==> src/rtl/i2c_codec_responder_pkg.sv <==
// Shared definitions for the I2C codec control-port responder: FSM encoding,
// default device address and the special shadow-register indices.
package i2c_codec_responder_pkg;

  typedef enum logic [3:0] {
    S_IDLE,
    S_ADDR,
    S_ACK_A,
    S_BYTE1,
    S_ACK1,
    S_BYTE2,
    S_ACK2,
    S_WAIT_STOP,
    S_IGNORE
  } state_t;

  localparam logic [7:0] DEV_ADDR_DEF = 8'h34;
  localparam logic [6:0] RESET_IDX    = 7'h0F;
  localparam logic [6:0] ACTIVE_IDX   = 7'd9;

endpackage

==> src/rtl/i2c_codec_responder_if.sv <==
// Bus pins and register-write side of the codec responder. The slave modport
// is the responder; the master modport is the initiator / register consumer.
interface i2c_codec_responder_if;
  logic       I2C_SCLK;
  logic       I2C_SDAT_IN;
  logic       I2C_SDAT_OE;
  logic       REG_WE;
  logic [6:0] REG_ADDR;
  logic [8:0] REG_DATA;
  logic       ACTIVE;
  logic       ERR;
  logic       BUSY;

  modport slave (
    input  I2C_SCLK, I2C_SDAT_IN,
    output I2C_SDAT_OE, REG_WE, REG_ADDR, REG_DATA, ACTIVE, ERR, BUSY
  );

  modport master (
    output I2C_SCLK, I2C_SDAT_IN,
    input  I2C_SDAT_OE, REG_WE, REG_ADDR, REG_DATA, ACTIVE, ERR, BUSY
  );
endinterface

==> src/rtl/i2c_codec_responder_bus_sync.sv <==
// Two-flop synchronizers for SCL/SDA plus a history flop; derives SCL edges
// and START/STOP conditions from the synchronized samples only.
module i2c_bus_sync (
  input  logic clk,
  input  logic rst_n,
  input  logic scl_in,
  input  logic sda_in,
  output logic scl,
  output logic sda,
  output logic scl_rise,
  output logic scl_fall,
  output logic start,
  output logic stop
);

  // [0] metastability flop, [1] synchronized value, [2] previous value
  logic [2:0] scl_q, sda_q;
  logic       scl_hi;

  always_ff @(posedge clk or negedge rst_n) begin
    if (!rst_n) begin
      scl_q <= '1;
      sda_q <= '1;
    end else begin
      scl_q <= {scl_q[1:0], scl_in};
      sda_q <= {sda_q[1:0], sda_in};
    end
  end

  assign scl      = scl_q[1];
  assign sda      = sda_q[1];
  assign scl_hi   = scl_q[1] & scl_q[2];
  assign scl_rise = scl_q[1] & ~scl_q[2];
  assign scl_fall = ~scl_q[1] & scl_q[2];
  assign start    = scl_hi & sda_q[2] & ~sda_q[1];
  assign stop     = scl_hi & ~sda_q[2] & sda_q[1];

endmodule

==> src/rtl/i2c_codec_responder.sv <==
// Write-only I2C responder for a codec control port: 3-byte writes
// (device, {idx,d8}, d[7:0]) update a small shadow register file.
module i2c_codec_responder
  import i2c_codec_responder_pkg::*;
#(
  parameter logic [7:0] DEV_ADDR = DEV_ADDR_DEF,
  parameter int         NREG     = 12
) (
  input  logic                   CLOCK,
  input  logic                   RESET,
  i2c_codec_responder_if.slave   bus
);

  logic scl, sda, scl_rise, scl_fall, start, stop;

  i2c_bus_sync u_sync (
    .clk      (CLOCK),
    .rst_n    (RESET),
    .scl_in   (bus.I2C_SCLK),
    .sda_in   (bus.I2C_SDAT_IN),
    .scl      (scl),
    .sda      (sda),
    .scl_rise (scl_rise),
    .scl_fall (scl_fall),
    .start    (start),
    .stop     (stop)
  );

  state_t     state, state_n;
  logic [7:0] shreg, shreg_n;
  logic [2:0] bit_cnt, bit_cnt_n;
  logic       full, full_n;      // 8 bits captured, waiting for the SCL fall
  logic       skip, skip_n;      // swallow the 9th clock of a NACKed byte
  logic [7:0] byte1, byte1_n;
  logic       oe, oe_n;
  logic       busy, busy_n;
  logic       we, we_n;
  logic       err, err_n;
  logic [6:0] reg_addr, reg_addr_n;
  logic [8:0] reg_data, reg_data_n;
  logic       clr_q;
  logic [6:0] idx;
  logic       idx_ok;
  logic [8:0] shadow [NREG];
  logic       active;

  assign idx    = byte1[7:1];
  assign idx_ok = (int'(idx) < NREG) || (idx == RESET_IDX);

  always_ff @(posedge CLOCK or negedge RESET) begin
    if (!RESET) begin
      state    <= S_IDLE;
      shreg    <= '0;
      bit_cnt  <= '0;
      full     <= 1'b0;
      skip     <= 1'b0;
      byte1    <= '0;
      oe       <= 1'b0;
      busy     <= 1'b0;
      we       <= 1'b0;
      err      <= 1'b0;
      reg_addr <= '0;
      reg_data <= '0;
    end else begin
      state    <= state_n;
      shreg    <= shreg_n;
      bit_cnt  <= bit_cnt_n;
      full     <= full_n;
      skip     <= skip_n;
      byte1    <= byte1_n;
      oe       <= oe_n;
      busy     <= busy_n;
      we       <= we_n;
      err      <= err_n;
      reg_addr <= reg_addr_n;
      reg_data <= reg_data_n;
    end
  end

  always_comb begin
    state_n    = state;
    shreg_n    = shreg;
    bit_cnt_n  = bit_cnt;
    full_n     = full;
    skip_n     = skip;
    byte1_n    = byte1;
    oe_n       = oe;
    busy_n     = busy;
    we_n       = 1'b0;
    err_n      = 1'b0;
    reg_addr_n = reg_addr;
    reg_data_n = reg_data;

    // START outranks everything, including an SCL edge in the same cycle
    if (start) begin
      state_n   = S_ADDR;
      bit_cnt_n = '0;
      full_n    = 1'b0;
      skip_n    = 1'b0;
      oe_n      = 1'b0;
      busy_n    = 1'b1;
    end else if (stop) begin
      if (state inside {S_ADDR, S_ACK_A, S_BYTE1, S_ACK1, S_BYTE2, S_ACK2})
        err_n = 1'b1;
      state_n = S_IDLE;
      full_n  = 1'b0;
      skip_n  = 1'b0;
      oe_n    = 1'b0;
      busy_n  = 1'b0;
    end else if (scl_rise) begin
      if (state inside {S_ADDR, S_BYTE1, S_BYTE2, S_WAIT_STOP}) begin
        if (skip) begin
          skip_n = 1'b0;
        end else begin
          shreg_n   = {shreg[6:0], sda};
          bit_cnt_n = bit_cnt + 3'd1;
          if (bit_cnt == 3'd7) full_n = 1'b1;
        end
      end
    end else if (scl_fall) begin
      case (state)
        S_ADDR: if (full) begin
          full_n = 1'b0;
          if (shreg == DEV_ADDR) begin
            state_n = S_ACK_A;
            oe_n    = 1'b1;
          end else begin
            state_n = S_IGNORE;
          end
        end
        S_ACK_A: begin
          oe_n    = 1'b0;
          state_n = S_BYTE1;
        end
        S_BYTE1: if (full) begin
          full_n  = 1'b0;
          byte1_n = shreg;
          oe_n    = 1'b1;
          state_n = S_ACK1;
        end
        S_ACK1: begin
          oe_n    = 1'b0;
          state_n = S_BYTE2;
        end
        S_BYTE2: if (full) begin
          full_n  = 1'b0;
          oe_n    = 1'b1;
          state_n = S_ACK2;
        end
        S_ACK2: begin
          oe_n    = 1'b0;
          state_n = S_WAIT_STOP;
          if (idx_ok) begin
            we_n       = 1'b1;
            reg_addr_n = idx;
            reg_data_n = {byte1[0], shreg};
          end else begin
            err_n = 1'b1;
          end
        end
        S_WAIT_STOP: if (full) begin
          full_n = 1'b0;
          skip_n = 1'b1;
          err_n  = 1'b1;
        end
        default: ;
      endcase
    end
  end

  // Shadow file; a write to RESET_IDX clears the whole file one cycle later
  always_ff @(posedge CLOCK or negedge RESET) begin
    if (!RESET) begin
      clr_q <= 1'b0;
      for (int i = 0; i < NREG; i++) shadow[i] <= '0;
    end else begin
      clr_q <= we_n && (reg_addr_n == RESET_IDX);
      if (clr_q) begin
        for (int i = 0; i < NREG; i++) shadow[i] <= '0;
      end else if (we_n) begin
        for (int i = 0; i < NREG; i++)
          if (7'(i) == reg_addr_n) shadow[i] <= reg_data_n;
      end
    end
  end

  always_comb begin
    active = 1'b0;
    for (int i = 0; i < NREG; i++)
      if (7'(i) == ACTIVE_IDX) active = shadow[i][0];
  end

  assign bus.I2C_SDAT_OE = oe;
  assign bus.REG_WE      = we;
  assign bus.REG_ADDR    = reg_addr;
  assign bus.REG_DATA    = reg_data;
  assign bus.ACTIVE      = active;
  assign bus.ERR         = err;
  assign bus.BUSY        = busy;

endmodule

==> src/flat_wrapper.sv <==
// flat-port wrapper written by rule: the top's interface ports become plain ports
module i2c_codec_responder_flat import i2c_codec_responder_pkg::*;
#(
  parameter logic [7:0] DEV_ADDR = DEV_ADDR_DEF,
  parameter int         NREG     = 12
)
  (CLOCK, RESET, bus_I2C_SCLK, bus_I2C_SDAT_IN, bus_I2C_SDAT_OE, bus_REG_WE, bus_REG_ADDR, bus_REG_DATA, bus_ACTIVE, bus_ERR, bus_BUSY);
  i2c_codec_responder_if bus_i ();
  input  logic CLOCK;
  input  logic RESET;
  input wire logic [$bits(bus_i.I2C_SCLK)-1:0] bus_I2C_SCLK;
  input wire logic [$bits(bus_i.I2C_SDAT_IN)-1:0] bus_I2C_SDAT_IN;
  output wire logic [$bits(bus_i.I2C_SDAT_OE)-1:0] bus_I2C_SDAT_OE;
  output wire logic [$bits(bus_i.REG_WE)-1:0] bus_REG_WE;
  output wire logic [$bits(bus_i.REG_ADDR)-1:0] bus_REG_ADDR;
  output wire logic [$bits(bus_i.REG_DATA)-1:0] bus_REG_DATA;
  output wire logic [$bits(bus_i.ACTIVE)-1:0] bus_ACTIVE;
  output wire logic [$bits(bus_i.ERR)-1:0] bus_ERR;
  output wire logic [$bits(bus_i.BUSY)-1:0] bus_BUSY;
  assign bus_i.I2C_SCLK = bus_I2C_SCLK;
  assign bus_i.I2C_SDAT_IN = bus_I2C_SDAT_IN;
  assign bus_I2C_SDAT_OE = bus_i.I2C_SDAT_OE;
  assign bus_REG_WE = bus_i.REG_WE;
  assign bus_REG_ADDR = bus_i.REG_ADDR;
  assign bus_REG_DATA = bus_i.REG_DATA;
  assign bus_ACTIVE = bus_i.ACTIVE;
  assign bus_ERR = bus_i.ERR;
  assign bus_BUSY = bus_i.BUSY;
  i2c_codec_responder #(.DEV_ADDR(DEV_ADDR), .NREG(NREG)) u_core (.CLOCK(CLOCK), .RESET(RESET), .bus(bus_i));
endmodule
==> config.mk <==
export PLATFORM = sky130hd
export DESIGN_NAME = i2c_codec_responder_flat
export DESIGN_NICKNAME = d
export VERILOG_FILES = /design/src/rtl/i2c_codec_responder_pkg.sv /design/src/rtl/i2c_codec_responder_if.sv /design/src/rtl/i2c_codec_responder_bus_sync.sv /design/src/rtl/i2c_codec_responder.sv /design/src/flat_wrapper.sv
export SDC_FILE = /design/constraint.sdc
export NUM_CORES = 1
export LEC_CHECK = 0
export ABC_CLOCK_PERIOD_IN_PS = 2700
export BUFFER_PORTS_ARGS = -buffer_cell sky130_fd_sc_hd__buf_2
export CAP_MARGIN = 20
export CORE_MARGIN = 4
export CORE_UTILIZATION = 57
export CTS_CLUSTER_DIAMETER = 200
export CTS_CLUSTER_SIZE = 10
export DETAILED_ROUTE_END_ITERATION = 10
export GPL_TIMING_DRIVEN = 0
export PLACE_DENSITY = 0.78
export SYNTH_ARGS = -nofsm -noshare
export SYNTH_HDL_FRONTEND = slang
export SYNTH_SLANG_ARGS = --single-unit
==> constraint.sdc <==
create_clock -name CLOCK -period 2.7 [get_ports CLOCK]
set_input_delay 0.135 -clock CLOCK [delete_from_list [all_inputs] [get_ports CLOCK]]
set_output_delay 0.135 -clock CLOCK [all_outputs]
set_load 0.05 [all_outputs]
==> flow_summary.ini, run 1 <==
[finish]
layout-drive-gt1-share_pct = 25.69
antenna_cells = 0
fin_nets = 226
area_delta_synth_final_pct = 13.64
utilization_pct = 66.92
layout_common_cells = 47 x dfrtp_1, 28 x buf_2, 26 x mux2_1
final_common_cell = dfrtp_1

[timing]
setup_viol = 0
slew_headroom_pct = 51.67
final.setup.tns_ps = 0
rsz0062_at_grt = no
fmax_mhz = 411.0
period_minus_slack_ps = 2433
finClkSkew_ps = 7.597
fin_crit_sh_pct = 90.12
worst_slew_pin_slew_ps = 715.2
drv_slew = 0
hold_viol = 0

[clock_network]
cts_tree = done
clock_latency_ps = 300
cts_max_path_buffers = 2
cts-buffers-inserted = 5
ctsHtreeMaxLevel = 2
cts.sinks = 53
cts_setup_buffers = 0
clk_pin_slew_worst_paths_ps = 90
root_buffer = clkbuf_8
cts-hold-fix-buffers = 2
cts_resized = 0

[die]
die_height_um = 72.05
initial_core_util_pct = 58.88
rows = 23
core_mm2 = 0.003971
fp.dieArea_mm2 = 0.005191
die_x_um = 72.05
ios = 25

[route]
wirelength_um = 4284
viasPerCell = 5.597
dr_total_vias = 1500
ant_nets = 0
drtIter0Drc = 151
wl_per_cell_um = 15.99
drt_drc_violations_left = 0
first_pass_iters = 4

[logic_synthesis]
netlist_instances = 182
synthDistinctLibCells = 42
syn_area_per_cell_um2 = 12.85
seq_area_frac_synth_pct = 57.04
synth_flop_cell = dfrtp_1
synth_seq_cells = 53
ys_async_sr_fraction_pct = 100.0
synth_edf_count = 0
syn-num-nets = 191
syn-cell-area_mm2 = 0.002338
synth_warnings = 0

[global_route]
grt_usage_pct = 18.92
grt_pass1_vias = 1601
grt_max_degree = 54
antenna_found_initial = 0
grt.overflow.total = 0
grt_pass1_wl_um = 7631

[power_and_ir_drop]
p_leak_uw = 0.001365
internal_power_uw = 1038
p_switching_uw = 333.6
pwr-share-clk_pct = 31.1
switching_share_pct = 24.31
ir_drop_mv = 0.4916
seqPwrFrac_pct = 61.0
power_frac_comb_pct = 8.0
powerDensity_mw_per_mm2 = 516.2

[critical_path]
crit_type = reg -> reg
critPathTopFamily = flip-flops
start_kind = register
crit_arrival_ps = 2620
cp_max_fo = 10
critPathCaptureType = register
slowest_stage = dfstp_2
path_buf_inv = 2
path_cells = inv_1, ha_1, nand2b_1, a2111oi_4, nand2_4, buf_6, mux2_4
slowest_delay_ps = 550
cp.required_ps = 2890

[hold_path]
hp-class = in -> async

[placed_design]
dp_hpwl_um = 3102
routabilityCongestion = 0.8545
numPortBuffers = 24

[run_status]
outcome = completed

[flow_run]
max_cap_violations = 0
-- power by group through the flow --
stage	clock (µW)	combinational (µW)	sequential, µW
6_report	426	109	837
5_1_grt	476	124	841
4_1_cts	440	106	837
3_5_place_dp	0	103	853
3_3_place_gp	0	97.4	851
2_1_floorplan	0	64.1	851
-- logic make-up after synthesis --
kind of cell    count (synthesis)  synth area share [%]
flops                          53                 57.04
simple gates                   44                 10.81
mux                            31                 15.73
compound gates                 29                 9.791
buf+inv                        19                 3.585
fa+ha+maj                       5                 2.675
xor+xnor                        1                0.3746
-- Yosys cell counts (all sizes together) (2+ instances only) --
cell / count / share of area [%]
o21ai: 4 / 0.86
nand2: 12 / 2.2
a21oi: 9 / 1.9
nor2: 3 / 0.59
clkbuf: 3 / 0.48
nand4: 4 / 1.1
inv: 11 / 1.8
ha: 5 / 2.7
nand3: 4 / 0.86
a211oi: 2 / 0.64
and2: 4 / 1.1
a31oi: 3 / 1.4
mux2: 31 / 16
nor4bb: 2 / 0.86
nor2b: 2 / 0.53
dfstp: 6 / 6.7
o22ai: 2 / 0.53
dfrtp: 47 / 50
nor4: 3 / 0.80
buf: 5 / 1.3
nor3: 4 / 0.86
nand2b: 3 / 0.80
-- metal layers --
layer	up-vias	GRT usage [%]	share of wire [%]
met2	38	30.92	50
met4	0	5.010	1.2
li1	714	-	-
met3	6	4.709	4.2
met1	742	25.49	45
met5	-	0	0
-- final cells by class --
cell class,count,area [µm²]
Clock inverter,3,17.52
Tap cell,50,62.56
Inverter,11,41.29
Clock buffer,5,68.82
Fill cell,303,1314
Sequential cell,53,1334
Timing Repair Buffer,28,170.2
Buffer,8,42.54
Multi-Input combinational cell,110,920.9
-- worst paths after layout --
check                                                  from                                to  slack (ps)  cells after the start
max in group asynchronous                             RESET       u_core.byte1[1]$_DFFE_PN0P_        1810                      3
max reg2reg                u_core.u_sync.scl_q[2]$_DFF_PN1_  u_core.bus.REG_ADDR[1]$_DFF_PN0_         270                      7
min in group CLOCK         u_core.u_sync.sda_q[0]$_DFF_PN1_  u_core.u_sync.sda_q[1]$_DFF_PN1_         360                      0
min                                                   RESET       u_core.bus.BUSY$_DFFE_PN0P_         350                      2
min reg2reg                u_core.u_sync.sda_q[0]$_DFF_PN1_  u_core.u_sync.sda_q[1]$_DFF_PN1_         360                      0
max                        u_core.u_sync.scl_q[2]$_DFF_PN1_  u_core.bus.REG_ADDR[1]$_DFF_PN0_         270                      7
-- stage by stage --
step / hold slack [ps] / cell area (µm²) / std cells / worst slack (ps) / total power [µW]
floorplan: -160.6 / 2338 / 182 / 539.7 / 914.9
finish: 350.5 / 2658 / 268 / 266.8 / 1372
CTS: 89.45 / 2628 / 266 / 270.0 / 1383
detailed placement: 241.6 / 2521 / 256 / 283.8 / 955.7
global placement: 240.8 / 2521 / 256 / 340.7 / 948.5
global route: 364.6 / 2658 / 268 / 172.9 / 1441
Note: power is estimated with default switching activity, not from simulation.
==> inputs of run 2 (changes only) <==
RECOVER_POWER = 50   (was unset)
==> flow_summary.ini, run 2 (synthesis results as in run 1) <==
[power_and_ir_drop]
pwr-share-clk_pct = 31.2
internal_power_uw = 1035
p_leak_uw = 0.001338
p_total_uw = 1369
switching_share_pct = 24.40
powerDensity_mw_per_mm2 = 519.3
seqPwrFrac_pct = 61.1
ir_drop_mv = 0.4925
power_frac_comb_pct = 7.7
p_switching_uw = 334.0

[critical_path]
path_cells = inv_1, ha_1, nand2b_1, a2111oi_4, nand2_4, buf_6, mux2_4
crit_arrival_ps = 2610
reg2reg_from = u_core.u_sync.scl_q[2]$_DFF_PN1_
path_depth = 7
reg2regPathDepth = 7
worstReg2RegEnd = u_core.bus.REG_ADDR[1]$_DFF_PN0_
path_buf_inv = 2
crit_type = reg -> reg
critPathCaptureType = register
start_kind = register
slowest_stage = dfstp_2
rrSetupSlack_ps = 270
cp_max_fo = 10
slowest_delay_ps = 550
cp.required_ps = 2880
critPathTopFamily = flip-flops

[die]
fp.dieArea_mm2 = 0.005191
core_mm2 = 0.003971
die_x_um = 72.05
initial_core_util_pct = 58.88
ios = 25
die_height_um = 72.05
rows = 23

[hold_path]
hold_path_end = u_core.u_sync.sda_q[1]$_DFF_PN1_
worst_hold_startpoint = u_core.u_sync.sda_q[0]$_DFF_PN1_
hp-class = reg -> reg
holdPathStages = 0

[route]
top_layer_used = met4
met3_length_um = 180
dr_total_vias = 1503
wl_met1_um = 1923
drt_drc_violations_left = 0
viasPerCell = 5.608
drtIter0Drc = 147
wl_per_cell_um = 16.01
wirelength_um = 4292
ant_nets = 0
first_pass_iters = 4
route.met2.wl_um = 2136

[finish]
antenna_cells = 0
area_delta_synth_final_pct = 12.73
fillCellCount = 305
final_common_cell = dfrtp_1
layout-drive-gt1-share_pct = 22.48
fin_nets = 226
layout_common_cells = 47 x dfrtp_1, 26 x mux2_1, 23 x buf_2

[clock_network]
clock_latency_ps = 300
cts_resized = 0
ctsHtreeMaxLevel = 2
cts.sinks = 53
root_buffer = clkbuf_8
cts_tree = done
clk_pin_slew_worst_paths_ps = 90
cts_setup_buffers = 0
cts_max_path_buffers = 2
cts-buffers-inserted = 5

[global_route]
antenna_found_initial = 0
grt.overflow.total = 0
grt_max_degree = 54
grt_pass1_vias = 1601
grt_pass1_wl_um = 7631
grt_usage_pct = 18.92

[flow_run]
max_cap_violations = 0

[timing]
fmax_mhz = 412.1
setup_viol = 0
hold_viol = 0
slew_headroom_pct = 16.82
final.setup.tns_ps = 0
fin_crit_sh_pct = 89.87
worst_slew_pin_slew_ps = 1248
rsz0062_at_grt = no
period_minus_slack_ps = 2427
finClkSkew_ps = 7.458
fin_ws_ps = 273.4
drv_slew = 0

[placed_design]
routabilityCongestion = 0.8545
numPortBuffers = 24
dp_slack_ps = 283.8
dp_hpwl_um = 3102

[run_status]
outcome = completed
==> run 2: layout make-up <==
type	count	area, µm²	share of cell area (%)
buffer	8	42.54	1.614
clock buffer	5	68.82	2.610
tap	50	62.56	2.373
timing repair buffer	28	148.9	5.648
clock inverter	3	17.52	0.6645
sequential	53	1334	50.59
multi-input combinational	110	920.9	34.93
inverter	11	41.29	1.566
==> run 2: how the worst max path moves through the flow <==
stage	from	endpoint	slack, ps
2_1_floorplan	u_core.u_sync.scl_q[2]$_DFF_PN1_	u_core.bus.REG_ADDR[0]$_DFF_PN0_	540
3_3_place_gp	u_core.u_sync.scl_q[2]$_DFF_PN1_	u_core.bus.REG_ADDR[1]$_DFF_PN0_	340
3_5_place_dp	u_core.u_sync.scl_q[2]$_DFF_PN1_	u_core.bus.REG_ADDR[3]$_DFF_PN0_	280
4_1_cts	u_core.u_sync.scl_q[2]$_DFF_PN1_	u_core.bus.REG_ADDR[3]$_DFF_PN0_	270
5_1_grt	u_core.u_sync.scl_q[2]$_DFF_PN1_	u_core.bus.REG_DATA[0]$_DFF_PN0_	170
6_report	u_core.u_sync.scl_q[2]$_DFF_PN1_	u_core.bus.REG_ADDR[1]$_DFF_PN0_	270
==> run 2: through the flow <==
stage	utilization [%]	hold WS [ps]	cells	cell area, µm²
3_3_place_gp	63.48	240.8	256	2521
4_1_cts	66.16	89.45	266	2628
2_1_floorplan	-	-160.6	182	2338
5_1_grt	66.38	370.1	268	2636
6_report	66.38	364.2	268	2636
3_5_place_dp	63.48	241.6	256	2521
==> run 2: what timing repair did <==
action / in CTS / in global routing
hold endpoints to repair: 2 / 18
setup endpoints to repair: 0 / 0
hold buffers: 2 / 1
==> run 2: power groups by stage <==
stage                     combinational, µW  sequential (µW)  clock (µW)
after CTS                               106              837         440
after global placement                 97.4              851           0
after detailed placement                103              853           0
after floorplan                        64.1              851           0
after global routing                    121              840         476
final                                   106              836         427
==> run 2: per-layer routing <==
metal / up-vias / GRT usage (%)
met5: - / 0
met4: 0 / 5.010
met3: 6 / 4.709
met2: 40 / 30.92
met1: 743 / 25.49
li1: 714 / -
